File: src/rtl/fixed_div_pkg.sv
`default_nettype none
// ============================================================================
// Module      : fixed_div_pkg
// Description : Shared definitions for the fixed-point divider: default
//               operand geometry, FSM state type, saturation constants and
//               a counter-width helper.
// Revision    : 1.0 - initial release
// ============================================================================
package fixed_div_pkg;

    // Default operand width and fractional bits (Q7.8).
    localparam int DATA_W = 16;
    localparam int FRAC   = 8;

    // Saturation codes at the default width.
    localparam logic [DATA_W-1:0] SAT_POS = 16'h7FFF;
    localparam logic [DATA_W-1:0] SAT_NEG = 16'h8000;

    // Divider control states.
    typedef enum logic [1:0] {
        IDLE = 2'd0,
        ITER = 2'd1,
        FIX  = 2'd2,
        DONE = 2'd3
    } state_t;

    // Bits needed to count 0..n inclusive.
    function automatic int cnt_width(input int n);
        return $clog2(n + 1);
    endfunction

endpackage
`default_nettype wire

File: src/rtl/fixed_div_sub_step.sv
`default_nettype none
// ============================================================================
// Module      : fixed_sub_step
// Description : One restoring-division step. Shifts the next numerator bit
//               into the partial remainder, trial-subtracts the divisor and
//               either keeps the difference (quotient bit 1) or restores the
//               shifted remainder (quotient bit 0). Purely combinational.
// Ports       : rem_in   - current partial remainder (always < divisor)
//               bit_in   - next numerator bit, MSB first
//               divisor  - divisor magnitude
//               rem_out  - next partial remainder
//               q_bit    - quotient bit produced by this step
// Revision    : 1.0 - initial release
// ============================================================================
module fixed_sub_step #(
    parameter int REM_W = 17
) (
    input  logic [REM_W-1:0] rem_in,
    input  logic             bit_in,
    input  logic [REM_W-1:0] divisor,
    output logic [REM_W-1:0] rem_out,
    output logic             q_bit
);

    // One extra bit so the trial difference carries a valid sign.
    logic [REM_W:0] w_trial;
    logic [REM_W:0] w_diff;

    assign w_trial = {rem_in, bit_in};
    assign w_diff  = w_trial - {1'b0, divisor};
    assign q_bit   = ~w_diff[REM_W];
    assign rem_out = q_bit ? w_diff[REM_W-1:0] : w_trial[REM_W-1:0];

endmodule
`default_nettype wire

File: src/rtl/fixed_div.sv
`default_nettype none
// ============================================================================
// Module      : fixed_div
// Description : Signed fixed-point divider. Computes
//               (dividend * 2^FRAC) / divisor truncated toward zero using a
//               restoring divider, one quotient bit per cycle, with
//               saturation and divide-by-zero reporting. Fixed latency of
//               DATA_W+FRAC+1 edges from acceptance to out_valid.
// Ports       : clk, rst_n           - clock, async active-low reset
//               in_valid / in_ready  - operand handshake (ready only in IDLE)
//               dividend, divisor    - signed fixed-point operands
//               out_valid / out_ready- result handshake
//               quotient             - signed fixed-point result
//               sat                  - result was clamped
//               div_zero             - divisor was zero
// Revision    : 1.0 - initial release
// ============================================================================
module fixed_div #(
    parameter int DATA_W = fixed_div_pkg::DATA_W,
    parameter int FRAC   = fixed_div_pkg::FRAC
) (
    input  logic              clk,
    input  logic              rst_n,
    input  logic              in_valid,
    output logic              in_ready,
    input  logic [DATA_W-1:0] dividend,
    input  logic [DATA_W-1:0] divisor,
    output logic              out_valid,
    input  logic              out_ready,
    output logic [DATA_W-1:0] quotient,
    output logic              sat,
    output logic              div_zero
);

    import fixed_div_pkg::*;

    localparam int c_iters = DATA_W + FRAC;
    localparam int c_cnt_w = cnt_width(c_iters);
    localparam int c_num_w = DATA_W + FRAC;
    localparam int c_rem_w = DATA_W + 1;

    localparam logic [c_cnt_w-1:0] c_last    = c_cnt_w'(c_iters - 1);
    localparam logic [DATA_W-1:0]  c_sat_pos = {1'b0, {(DATA_W-1){1'b1}}};
    localparam logic [DATA_W-1:0]  c_sat_neg = {1'b1, {(DATA_W-1){1'b0}}};
    // Largest representable magnitudes, widened to the raw quotient width.
    localparam logic [c_num_w-1:0] c_pos_max = {{(FRAC+1){1'b0}}, {(DATA_W-1){1'b1}}};
    localparam logic [c_num_w-1:0] c_neg_max = c_pos_max + c_num_w'(1);

    state_t r_state;
    state_t w_next;

    logic               w_load;
    logic               w_iter;
    logic               w_fix;

    logic [c_num_w-1:0] r_num;      // numerator magnitude, shifted out MSB first
    logic [c_num_w-1:0] r_quo;      // raw quotient magnitude
    logic [c_rem_w-1:0] r_rem;      // partial remainder
    logic [DATA_W-1:0]  r_dsr;      // divisor magnitude
    logic [c_cnt_w-1:0] r_cnt;
    logic               r_neg;      // result sign
    logic               r_dvd_neg;  // dividend sign, for divide-by-zero clamp
    logic               r_dz;

    logic [DATA_W-1:0]  r_quotient;
    logic               r_sat;
    logic               r_div_zero;

    logic [DATA_W-1:0]  w_dvd_mag;
    logic [DATA_W-1:0]  w_dsr_mag;
    logic [c_rem_w-1:0] w_rem_next;
    logic               w_q_bit;
    logic [DATA_W-1:0]  w_fix_q;
    logic               w_fix_sat;

    // Magnitudes stay DATA_W bits wide: the most negative value maps to
    // 2^(DATA_W-1) as an unsigned number.
    assign w_dvd_mag = dividend[DATA_W-1] ? (~dividend + DATA_W'(1)) : dividend;
    assign w_dsr_mag = divisor[DATA_W-1]  ? (~divisor  + DATA_W'(1)) : divisor;

    fixed_sub_step #(
        .REM_W (c_rem_w)
    ) u_step (
        .rem_in  (r_rem),
        .bit_in  (r_num[c_num_w-1]),
        .divisor ({1'b0, r_dsr}),
        .rem_out (w_rem_next),
        .q_bit   (w_q_bit)
    );

    // ------------------------------------------------------------------
    // FSM
    // ------------------------------------------------------------------
    always_ff @(posedge clk or negedge rst_n) begin
        if (!rst_n) begin
            r_state <= IDLE;
        end else begin
            r_state <= w_next;
        end
    end

    always_comb begin
        w_next = r_state;
        w_load = 1'b0;
        w_iter = 1'b0;
        w_fix  = 1'b0;
        case (r_state)
            IDLE: begin
                if (in_valid) begin
                    w_load = 1'b1;
                    w_next = ITER;
                end
            end
            ITER: begin
                w_iter = 1'b1;
                if (r_cnt == c_last) begin
                    w_next = FIX;
                end
            end
            FIX: begin
                w_fix  = 1'b1;
                w_next = DONE;
            end
            DONE: begin
                if (out_ready) begin
                    w_next = IDLE;
                end
            end
            default: w_next = IDLE;
        endcase
    end

    // ------------------------------------------------------------------
    // Sign application and saturation of the raw magnitude
    // ------------------------------------------------------------------
    always_comb begin
        w_fix_q   = '0;
        w_fix_sat = 1'b0;
        if (r_dz) begin
            w_fix_sat = 1'b1;
            w_fix_q   = r_dvd_neg ? c_sat_neg : c_sat_pos;
        end else if (r_neg) begin
            if (r_quo > c_neg_max) begin
                w_fix_sat = 1'b1;
                w_fix_q   = c_sat_neg;
            end else begin
                // Magnitude fits in DATA_W bits here; a zero magnitude
                // negates to zero.
                w_fix_q = ~r_quo[DATA_W-1:0] + DATA_W'(1);
            end
        end else begin
            if (r_quo > c_pos_max) begin
                w_fix_sat = 1'b1;
                w_fix_q   = c_sat_pos;
            end else begin
                w_fix_q = r_quo[DATA_W-1:0];
            end
        end
    end

    // ------------------------------------------------------------------
    // Datapath
    // ------------------------------------------------------------------
    always_ff @(posedge clk or negedge rst_n) begin
        if (!rst_n) begin
            r_num      <= '0;
            r_quo      <= '0;
            r_rem      <= '0;
            r_dsr      <= '0;
            r_cnt      <= '0;
            r_neg      <= 1'b0;
            r_dvd_neg  <= 1'b0;
            r_dz       <= 1'b0;
            r_quotient <= '0;
            r_sat      <= 1'b0;
            r_div_zero <= 1'b0;
        end else begin
            if (w_load) begin
                r_num     <= c_num_w'(w_dvd_mag) << FRAC;
                r_quo     <= '0;
                r_rem     <= '0;
                r_cnt     <= '0;
                r_dsr     <= w_dsr_mag;
                r_neg     <= dividend[DATA_W-1] ^ divisor[DATA_W-1];
                r_dvd_neg <= dividend[DATA_W-1];
                r_dz      <= (divisor == '0);
            end
            if (w_iter) begin
                r_num <= r_num << 1;
                r_rem <= w_rem_next;
                r_quo <= {r_quo[c_num_w-2:0], w_q_bit};
                r_cnt <= r_cnt + c_cnt_w'(1);
            end
            if (w_fix) begin
                r_quotient <= w_fix_q;
                r_sat      <= w_fix_sat;
                r_div_zero <= r_dz;
            end
        end
    end

    assign in_ready  = (r_state == IDLE);
    assign out_valid = (r_state == DONE);
    assign quotient  = r_quotient;
    assign sat       = r_sat;
    assign div_zero  = r_div_zero;

endmodule
`default_nettype wire

File: config.mk
export PLATFORM = sky130hd
export DESIGN_NAME = fixed_div
export DESIGN_NICKNAME = d
export VERILOG_FILES = /design/src/rtl/fixed_div_pkg.sv /design/src/rtl/fixed_div_sub_step.sv /design/src/rtl/fixed_div.sv
export SDC_FILE = /design/constraint.sdc
export NUM_CORES = 1
export LEC_CHECK = 0
export CAP_MARGIN = 20
export CORE_MARGIN = 2
export CORE_UTILIZATION = 50
export CTS_CLUSTER_DIAMETER = 80
export CTS_CLUSTER_SIZE = 16
export DETAILED_ROUTE_END_ITERATION = 12
export GPL_TIMING_DRIVEN = 0
export MAX_ROUTING_LAYER = met4
export PLACE_DENSITY = 0.8
export SLEW_MARGIN = 20
export SYNTH_ARGS = -nofsm -noshare
export SYNTH_HDL_FRONTEND = slang
export SYNTH_HIERARCHICAL = 1
export SYNTH_SLANG_ARGS = --single-unit
File: constraint.sdc
create_clock -name clk -period 2.2 [get_ports clk]
set_input_delay 0.55 -clock clk [delete_from_list [all_inputs] [get_ports clk]]
set_output_delay 0.55 -clock clk [all_outputs]
set_load 0.02 [all_outputs]
==> results of run 1 <==
-- synth_stat cells, drive strengths merged, types with 16 or more instances --
cell | n | area, µm²
nand2 | 153 | 574.3
mux2 | 16 | 214.0
o21ai | 101 | 505.5
a21oi | 38 | 205.2
nand3 | 19 | 100.1
nor2 | 31 | 118.9
inv | 41 | 156.4
clkbuf | 34 | 127.6
dfrtp | 101 | 2527
xor2 | 28 | 245.2
xnor2 | 19 | 166.4
ha | 25 | 312.8
-- how the worst max path moves through the flow --
stage | startpoint | endpoint | slack (ps)
after floorplan | r_dsr[1] | r_rem[10] | -110
after global routing | r_dsr[1] | r_rem[16] | -370
after global placement | rst_n | r_num[8] | -3290
after detailed placement | dividend[4] | r_num[18] | -600
after CTS | r_rem[0] | r_rem[12] | -270
final | r_rem[0] | r_rem[16] | -280
-- flip-flops by register name, indices dropped and copies added, names as in the netlist --
signal / count
r_state: 2
r_num: 16
r_cnt: 5
r_quo: 24
r_rem: 17
r_dvd_neg: 1
r_dsr: 16
r_dz: 1
sat: 1
quotient: 16
div_zero: 1
r_neg: 1
-- repair_timing --
action	CTS	global route
cloned	0	1
endpoints found under the setup margin	49	88
resized for setup	50	59
setup buffers	13	7
pin swaps	14	16
-- per-layer routing --
layer | up-vias | GRT usage [%] | wire (µm)
li1 | 2870 | - | -
met1 | 2842 | 34.49 | 7524
met2 | 229 | 37.61 | 7956
met3 | 26 | 3.391 | 961
met4 | 0 | 7.530 | 252
met5 | - | - | 0
-- stage by stage --
step                      worst slack [ps]  cells
after floorplan                     -106.8    769
after CTS                           -272.9   1023
after global placement               -3288    995
final                               -281.7   1029
after global routing                -368.7   1029
after detailed placement            -596.0    996
-- layout by cell type, fill, tap and decap left out, drive strengths merged, types with 6 or more instances in the layout --
cell type and instances:
clkdlybuf4s50 41, nand2b 8, xnor2 19, a21oi 38, a211oi 11, nor3 13, buf 30, or4 8
o31ai 14, clkbuf 42, nor4 6, mux2 16, o21a 7, nor2 31, inv 44, nand2 153
ha 25, mux2i 7, dfrtp 101, o21ai 101, xor2 28, nand3 19
-- worst max-delay path, stage by stage (launching register included) --
cell and delay [ps]:
dfrtp_1 400, ha_1 290, nor2b_4 130, o31a_1 300, o211ai_2 250, a21o_1 190, nand3_4 90, inv_6 100
buf_4 110, mux2_2 330, nand2_1 70, o21ai_1 90
-- kinds of logic after synthesis --
family,Yosys count,synth area share (%)
adder cells (fa/ha/maj),26,5.129
multiplexers,23,4.377
AO/OA/AOI/OAI,219,21.04
flip-flops,101,38.95
AND/OR/NAND/NOR,269,18.92
XOR/XNOR,47,6.344
buffers and inverters,83,5.187
other,1,0.05779
-- report_power, final --
| part | switching, mW | leakage, nW | total (mW) | internal, mW |
|---|---|---|---|---|
| Sequential | 0.464 | 1.32 | 2.94 | 2.48 |
| Combinational | 3.94 | 2.06 | 7.03 | 3.09 |
| Clock | 0.745 | 0.147 | 1.67 | 0.924 |
| Total | 5.15 | 3.53 | 11.6 | 6.50 |
-- cell type report --
class / instances / area (µm²) / area share (%)
Multi-Input combinational cell: 585 / 3864 / 48.17
Clock inverter: 5 / 66.31 / 0.8267
Clock buffer: 10 / 239.0 / 2.979
Tap cell: 172 / 215.2 / 2.683
Timing Repair Buffer: 76 / 763.2 / 9.515
Sequential cell: 101 / 2530 / 31.54
Buffer: 38 / 181.4 / 2.262
Inverter: 42 / 162.7 / 2.028
==> impl_metrics.tcl, run 1 <==
set metrics [dict create \
    r2r_cells 11 \
    total_power_mw 11.64 \
    cts.clk_slew.worst_paths_ps 70 \
    root_buffer "clkbuf_16" \
    start_util_pct 51.21 \
    peakVddDrop_mv 0.6967 \
    dr.pass1.iters 7 \
    cp-end-kind "register" \
    layout-drive-gt1-share_pct 15.05 \
    worst_pin_slew_ps 628.4 \
    start_kind "register" \
    hold_violations 0 \
    fin_crit_ps 2482 \
    violations "setup timing" \
    core_area_mm2 0.01267 \
    fin_crit_sh_pct 112.8 \
    pin_count 56 \
    relSlewSlack_pct 58.11 \
    async_flop_share_pct 100.0 \
    antenna_cells 0 \
    post_drt_wl_per_cell_um 16.22 \
    p_leak_nw 3.529 \
    synthesis.instances 769 \
    synth_cell_types 68 \
    antenna_found_initial 0 \
    htree_levels 3 \
    status "finished with violations" \
    fin_util_pct 63.31 \
    cts_tree "done" \
    critical_path_required_ps 2410 \
    layout.nets 915 \
    r2r-start "r_rem[0]" \
    hpwlAfterDp_um 11520 \
    n_fill_cell 1080 \
    drt_iter0_drc 594 \
    cellPowerDensity_mw_per_mm2 1451 \
    vias 5967 \
    syn_area_mm2 0.006489 \
    setup_viol 18 \
    portBuffers 54 \
    ctsHoldBuffers 0 \
    r2r_setup_slack_ps -280 \
    ys_ff_latch 101 \
    clock_latency_ps 360 \
    place_area_mm2 0.007288 \
    yosysWarnings 6 \
    die_x_um 117.9 \
    r2r-end "r_rem[16]" \
    cts_sinks 101 \
    drc 0 \
    die_height_um 117.9 \
    cts_buffers 9 \
    synth-edff-count 0 \
    row_count 41 \
    yosysSeqAreaShare_pct 38.95 \
    grt_pass1_vias 5589 \
    synthToLayoutAreaGrowth_pct 23.62 \
    grt_usage_pct 24.72 \
    avgSynthCellArea_um2 8.438 \
    syn-num-nets 831 \
    setup_ws_ps -281.7 \
    rsz0062_at_grt "true" \
    crit_path_max_fanout 4 \
    hold_ws_ps 136.1 \
    skew_ps 8.837 \
    hold_path.class "input port to async pin" \
    gp_congestion 0.9410 \
    clockBufferDepth 2 \
    cp.arrival_ps 2690 \
    tns_ps -3935 \
    max_freq_mhz 403.0 \
    synth-main-ff-cell "dfrtp_1" \
    grt_max_degree 53 \
    design_area_mm2 0.008021 \
    fp.dieArea_mm2 0.01391 \
    routed_wirelength_um 16700 \
    routed_via_density 5.799 \
    maxCapViolCount 0 \
    grt_overflow 0 \
    grt_pass1_wl_um 27630 \
    maxSlewViolCount 0 \
    setup.worst_path.class "register to register" \
    ant_nets 0 \
]
Power figures use the tool's default switching activity.
==> run 2, diff against run 1 <==
--- a/config.mk
+++ b/config.mk
@@ -5,6 +5,7 @@
 export SDC_FILE = /design/constraint.sdc
 export NUM_CORES = 1
 export LEC_CHECK = 0
+export ABC_AREA = 1
 export CAP_MARGIN = 20
 export CORE_MARGIN = 2
 export CORE_UTILIZATION = 50
==> constraint.sdc (replaced) <==
create_clock -name clk -period 2.2 [get_ports clk]
set_input_delay 0.55 -clock clk [delete_from_list [all_inputs] [get_ports clk]]
set_output_delay 0.55 -clock clk [all_outputs]
set_load 0.05 [all_outputs]
==> run 2 against run 1 <==
Net effect: the run still ends with setup timing left; design area up 9.6%; synthesized cell count grew 26%; first-iteration DRC count is 3.2% higher; synthesized area is 8.0% higher; cell count is 22% higher; global-route usage grew 0.078 points; core utilization increased by 0.50 points; register-to-register slack improved by 270 ps; clock skew fell by 1.9 ps; critical path depth increased by 2; count of clock-buffer cells in the layout did not move; highest routed layer unchanged.
==> impl_metrics.tcl, run 2 <==
set metrics [dict create \
    wl_met1_um 8161 \
    wl_met3_um 1068 \
    largest_reg_flops 24 \
    grt_overflow 0 \
    routed-wl-met2_um 9225 \
    layout_common_cells "nand2_1, inv_1, dfrtp_1, nor2_1, nand3_1" \
    synthToLayoutAreaGrowth_pct 25.45 \
    crit_top_cell "nand2_2" \
    violations "setup timing" \
    layout.nets 1131 \
    antenna_found_initial 0 \
    core_area_mm2 0.01377 \
    cts_sinks 101 \
    yosysWarnings 6 \
    ant_nets 0 \
    antenna_cells 0 \
    cts_tree "done" \
    ys_ff_latch 101 \
    syn-num-nets 1029 \
    synth_cell_types 46 \
    row_count 43 \
    pin_count 56 \
    cts.clk_slew.worst_paths_ps 70 \
    clock_latency_ps 340 \
    die_height_um 122.4 \
    grt_max_degree 59 \
    drc 0 \
    cp.arrival_ps 2430 \
    portBuffers 54 \
    largest-register "r_quo" \
    synth_top_area_share_pct 36.08 \
    yosysMostFrequentCell "nand2_1" \
    synthesis.instances 967 \
    hold_violations 0 \
    synth-edff-count 0 \
    reg_top3 "r_quo (24), r_rem (17)" \
    async_flop_share_pct 100.0 \
    htree_levels 3 \
    fin_crit_ps 2207 \
    skew_ps 6.889 \
    dr.pass1.iters 6 \
    syn_area_mm2 0.007005 \
    worstPathCellList "ha_4, nand2_2, nand2_2, nand2_2, nand2_2, nand2_2, nand2_2, nor2_4, nand3_4, clkbuf_16, nand3_2, nand2_1, a22o_1" \
    n_fill_cell 1138 \
    final_common_cell "nand2_1" \
    slowest_stage "dfrtp_1" \
    grt_pass1_vias 6214 \
    critical_path.max_stage_delay_ps 420 \
    ctsHoldBuffers 0 \
    start_util_pct 50.86 \
    grt_usage_pct 24.80 \
    grt_pass1_wl_um 28990 \
    post_drt_wl_per_cell_um 15.17 \
    routed_wirelength_um 19000 \
    synth_largest_area_cell "dfrtp_1" \
    maxCapViolCount 0 \
    fin_crit_sh_pct 100.3 \
    routed_via_density 5.515 \
    setup_ws_ps -6.697 \
    die_x_um 122.4 \
    cp-end-kind "register" \
    drt_iter0_drc 613 \
    setup_viol 2 \
    yosysSeqAreaShare_pct 36.08 \
    crit_path_max_fanout 6 \
    critical_path_required_ps 2430 \
    cp_num_buf_inv 1 \
    status "finished with violations" \
    start_kind "register" \
    worst_pin_slew_ps 574.9 \
    synth_common_cells "nand2_1, inv_1, dfrtp_1" \
    relSlewSlack_pct 61.67 \
    vias 6905 \
    root_buffer "clkbuf_16" \
    clockBufferDepth 2 \
    synth-main-ff-cell "dfrtp_1" \
    hpwlAfterDp_um 12900 \
    hold_path.class "input port to async pin" \
    layout-drive-gt1-share_pct 16.42 \
    top_layer "met4" \
    yosys-top-cells-area "dfrtp_1, nand2_1, inv_1, nand3_1, ha_1" \
    fin_util_pct 63.81 \
    gp_congestion 0.9297 \
    max_freq_mhz 453.2 \
    maxSlewViolCount 0 \
    avgSynthCellArea_um2 7.245 \
    rsz0062_at_grt "true" \
    setup.worst_path.class "register to register" \
    fp.dieArea_mm2 0.01497 \
    crit_family "simple AND/OR/NAND/NOR gates" \
    cts_buffers 9 \
]
-- run 2: changes by cell type in the layout (fill, tap and decap cells not counted), moves of 13 or more --
cell	previous run	this run
a22o_1	0	18
inv_1	36	133
mux2_4	14	0
nand2_1	149	240
nand2_2	4	22
nand3_1	18	75
nand3_2	0	19
nand4_1	4	17
nor2_1	29	75
o21ai_0	80	49
o22ai_1	3	27
o31ai_1	14	0
-- run 2: kinds of logic after synthesis --
| group | synth area share [%] |
|---|---|
| compound gates | 12.34 |
| xor+xnor | 3.376 |
| fa+ha+maj | 4.751 |
| buf+inv | 10.52 |
| flops | 36.08 |
| other cells | 0.05353 |
| simple gates | 32.88 |
-- run 2: layout make-up --
type,instances,area [µm²],share of cell area [%]
buffer,30,181.4,2.064
clock buffer,10,229.0,2.605
clock inverter,4,51.30,0.5837
inverter,150,568.0,6.464
multi-input combinational,686,4076,46.38
sequential,101,2531,28.80
tap,180,225.2,2.563
timing repair buffer,91,925.9,10.54
-- run 2: path summary, 6_finish.rpt --
check | start | to | slack, ps | cells after the start
setup / recovery | r_rem[9] | r_rem[5] | -7 | 13
hold / removal | rst_n | r_num[19] | 120 | 1
setup reg to reg | r_rem[9] | r_rem[5] | -7 | 13
hold reg to reg | r_cnt[4] | r_cnt[4] | 490 | 1
max in group asynchronous | rst_n | r_dsr[1] | 1460 | 2
min in group clk | r_cnt[4] | r_cnt[4] | 490 | 1
-- run 2: timing repair --
item / in CTS / in global routing
cloned: 0 / 3
pin swaps: 3 / 35
setup buffers: 6 / 27
setup endpoints to repair: 17 / 24
gates resized for setup: 8 / 81
-- run 2: layer usage --
layer  global-route usage (%)  vias to the layer above
li1                         -                     3325
met1                    32.35                     3257
met2                    40.17                      265
met3                    4.414                       58
met4                    6.394                        0
met5                        -                        -
-- run 2: metrics by stage --
| step | area, µm² | TNS (ps) | cells | setup slack [ps] | hold slack (ps) |
|---|---|---|---|---|---|
| finish | 8788 | -6.921 | 1252 | -6.697 | 118.3 |
| floorplan | 7005 | 0 | 967 | 144.4 | 254.4 |
| global route | 8788 | -756.5 | 1252 | -68.65 | 151.7 |
| CTS | 8188 | 0 | 1222 | 5.566 | 135.5 |
| detailed placement | 7800 | -3933 | 1202 | -146.9 | 472.3 |
| global placement | 7771 | -318780 | 1201 | -3132 | 466.1 |
Power of run 2 is not shown: default switching activity piles up to over one toggle a cycle in this logic, so the estimate is an artifact.
==> run 3, diff against run 2 <==
--- a/config.mk
+++ b/config.mk
@@ -8,13 +8,14 @@
 export ABC_AREA = 1
 export CAP_MARGIN = 20
 export CORE_MARGIN = 2
-export CORE_UTILIZATION = 50
+export CORE_UTILIZATION = 39
 export CTS_CLUSTER_DIAMETER = 80
 export CTS_CLUSTER_SIZE = 16
 export DETAILED_ROUTE_END_ITERATION = 12
 export GPL_TIMING_DRIVEN = 0
 export MAX_ROUTING_LAYER = met4
-export PLACE_DENSITY = 0.8
+export PLACE_DENSITY = 0.66
+export SETUP_SLACK_MARGIN = 0.2
 export SLEW_MARGIN = 20
 export SYNTH_ARGS = -nofsm -noshare
 export SYNTH_HDL_FRONTEND = slang
==> run 3 against run 2 <==
Net effect: the run now ends clean; worst hold slack lost 36 ps; global-route usage shrank 4.4 points; non-clock buffer count grew 21; cell count grew 5.8%; critical endpoint is now r_rem[7]; largest cell class unchanged; highest routed layer unchanged.
==> impl_metrics.tcl, run 3 (synthesis gave the netlist of run 2 again) <==
set metrics [dict create \
    status "finished clean" \
    multi_input_area_mm2 0.004193 \
    clock_latency_ps 340 \
    fin_crit_sh_pct 98.57 \
    tns_ps 0 \
    row_count 49 \
    design_area_mm2 0.009175 \
    setup_viol 0 \
    maxSlewViolCount 0 \
    routed_wirelength_um 19240 \
    reg_top3 "r_quo (24), r_rem (17)" \
    start_util_pct 39.40 \
    hold_violations 0 \
    gp_congestion 0.8812 \
    layout.nets 1153 \
    fin_util_pct 51.60 \
    rsz0062_at_grt "true" \
    hold_ws_ps 82.66 \
    grt_pass1_wl_um 31510 \
    final_common_cell "nand2_1" \
    maxCapViolCount 0 \
    drt_iter0_drc 440 \
    layout_common_cells "nand2_1, inv_1, dfrtp_1, nor2_1, nand3_1" \
    routed_via_density 5.074 \
    drc 0 \
    fp.dieArea_mm2 0.01905 \
    clockBufferDepth 2 \
    relSlewSlack_pct 61.88 \
    grt_overflow 0 \
    portBuffers 54 \
    fin_crit_ps 2168 \
    antenna_found_initial 0 \
    grt_usage_pct 20.45 \
    cts.clk_slew.worst_paths_ps 70 \
    hpwlAfterDp_um 13620 \
    final-seq-area_mm2 0.002531 \
    grt_pass1_vias 6464 \
    largest_reg_flops 24 \
    cts_sinks 101 \
    cts_buffers 9 \
    ctsHoldBuffers 0 \
    hold_path.class "input port to async pin" \
    dr.pass1.iters 5 \
    root_buffer "clkbuf_16" \
    synthToLayoutAreaGrowth_pct 30.97 \
    worst_pin_slew_ps 571.9 \
    ant_nets 0 \
    crit_path_max_fanout 7 \
    htree_levels 3 \
    n_fill_cell 1678 \
    largest-register "r_quo" \
    critical_path_required_ps 2430 \
    vias 6723 \
    die_height_um 138.0 \
    setup.worst_path.class "register to register" \
    cp.arrival_ps 2400 \
    skew_ps 7.638 \
    cts_tree "done" \
    core_area_mm2 0.01778 \
    antenna_cells 0 \
    die_x_um 138.0 \
    max_freq_mhz 461.2 \
    post_drt_wl_per_cell_um 14.52 \
    layout-drive-gt1-share_pct 21.17 \
    start_kind "register" \
    place_area_mm2 0.007864 \
    pin_count 56 \
    cp-end-kind "register" \
    grt_max_degree 71 \
]
==> run 3: path summary, 6_finish.rpt <==
path | start | to | slack (ps) | depth (start not counted)
setup / recovery | r_dsr[12] | r_rem[7] | 30 | 15
hold / removal | rst_n | r_num[19] | 80 | 1
setup reg to reg | r_dsr[12] | r_rem[7] | 30 | 15
hold reg to reg | quotient[15] | quotient[15] | 480 | 2
max in group asynchronous | rst_n | r_num[9] | 1460 | 2
min in group clk | quotient[15] | quotient[15] | 480 | 2
==> run 3: per-layer routing <==
layer / up-vias / global-route usage, % / share of wire (%) / wire length (µm)
met5: - / - / 0 / 0
met4: 0 / 5.693 / 1.8 / 337
met3: 29 / 2.494 / 2.7 / 520
met2: 135 / 33.74 / 49 / 9491
met1: 3167 / 26.71 / 46 / 8887
li1: 3392 / - / - / -
==> run 3: worst max-delay path, stage by stage, from the launching register on <==
cell and delay (ps):
dfrtp_1 390, inv_2 90, ha_4 220, nand2_2 70, nand2_2 50, inv_1 80, nand2_2 80, nand2_2 60
nand2_2 60, nor2_4 120, buf_6 150, nand3_4 140, buf_12 190, nand3_2 60, nand2_1 50, a22o_1 240
==> run 3: layout make-up <==
| type | count | share of cell area (%) |
|---|---|---|
| tap | 229 | 3.123 |
| inverter | 150 | 6.191 |
| timing repair buffer | 112 | 11.77 |
| clock inverter | 7 | 1.050 |
| sequential | 101 | 27.59 |
| clock buffer | 9 | 2.455 |
| buffer | 30 | 2.127 |
| multi-input combinational | 687 | 45.70 |
==> run 3: stage by stage <==
| stage | cells | worst slack, ps |
|---|---|---|
| floorplan | 967 | 238.1 |
| global placement | 1250 | -3315 |
| detailed placement | 1251 | -225.8 |
| CTS | 1309 | 86.85 |
| global route | 1325 | -42.99 |
| finish | 1325 | 31.53 |
==> run 3: what timing repair did <==
item	CTS	global route
buffers inserted	39	14
hold endpoints to repair	0	0
pin swaps	60	34
resized for setup	93	52
endpoints found under the setup margin	63	41
cloned	3	2
Power of run 3 is left out for the same reason.
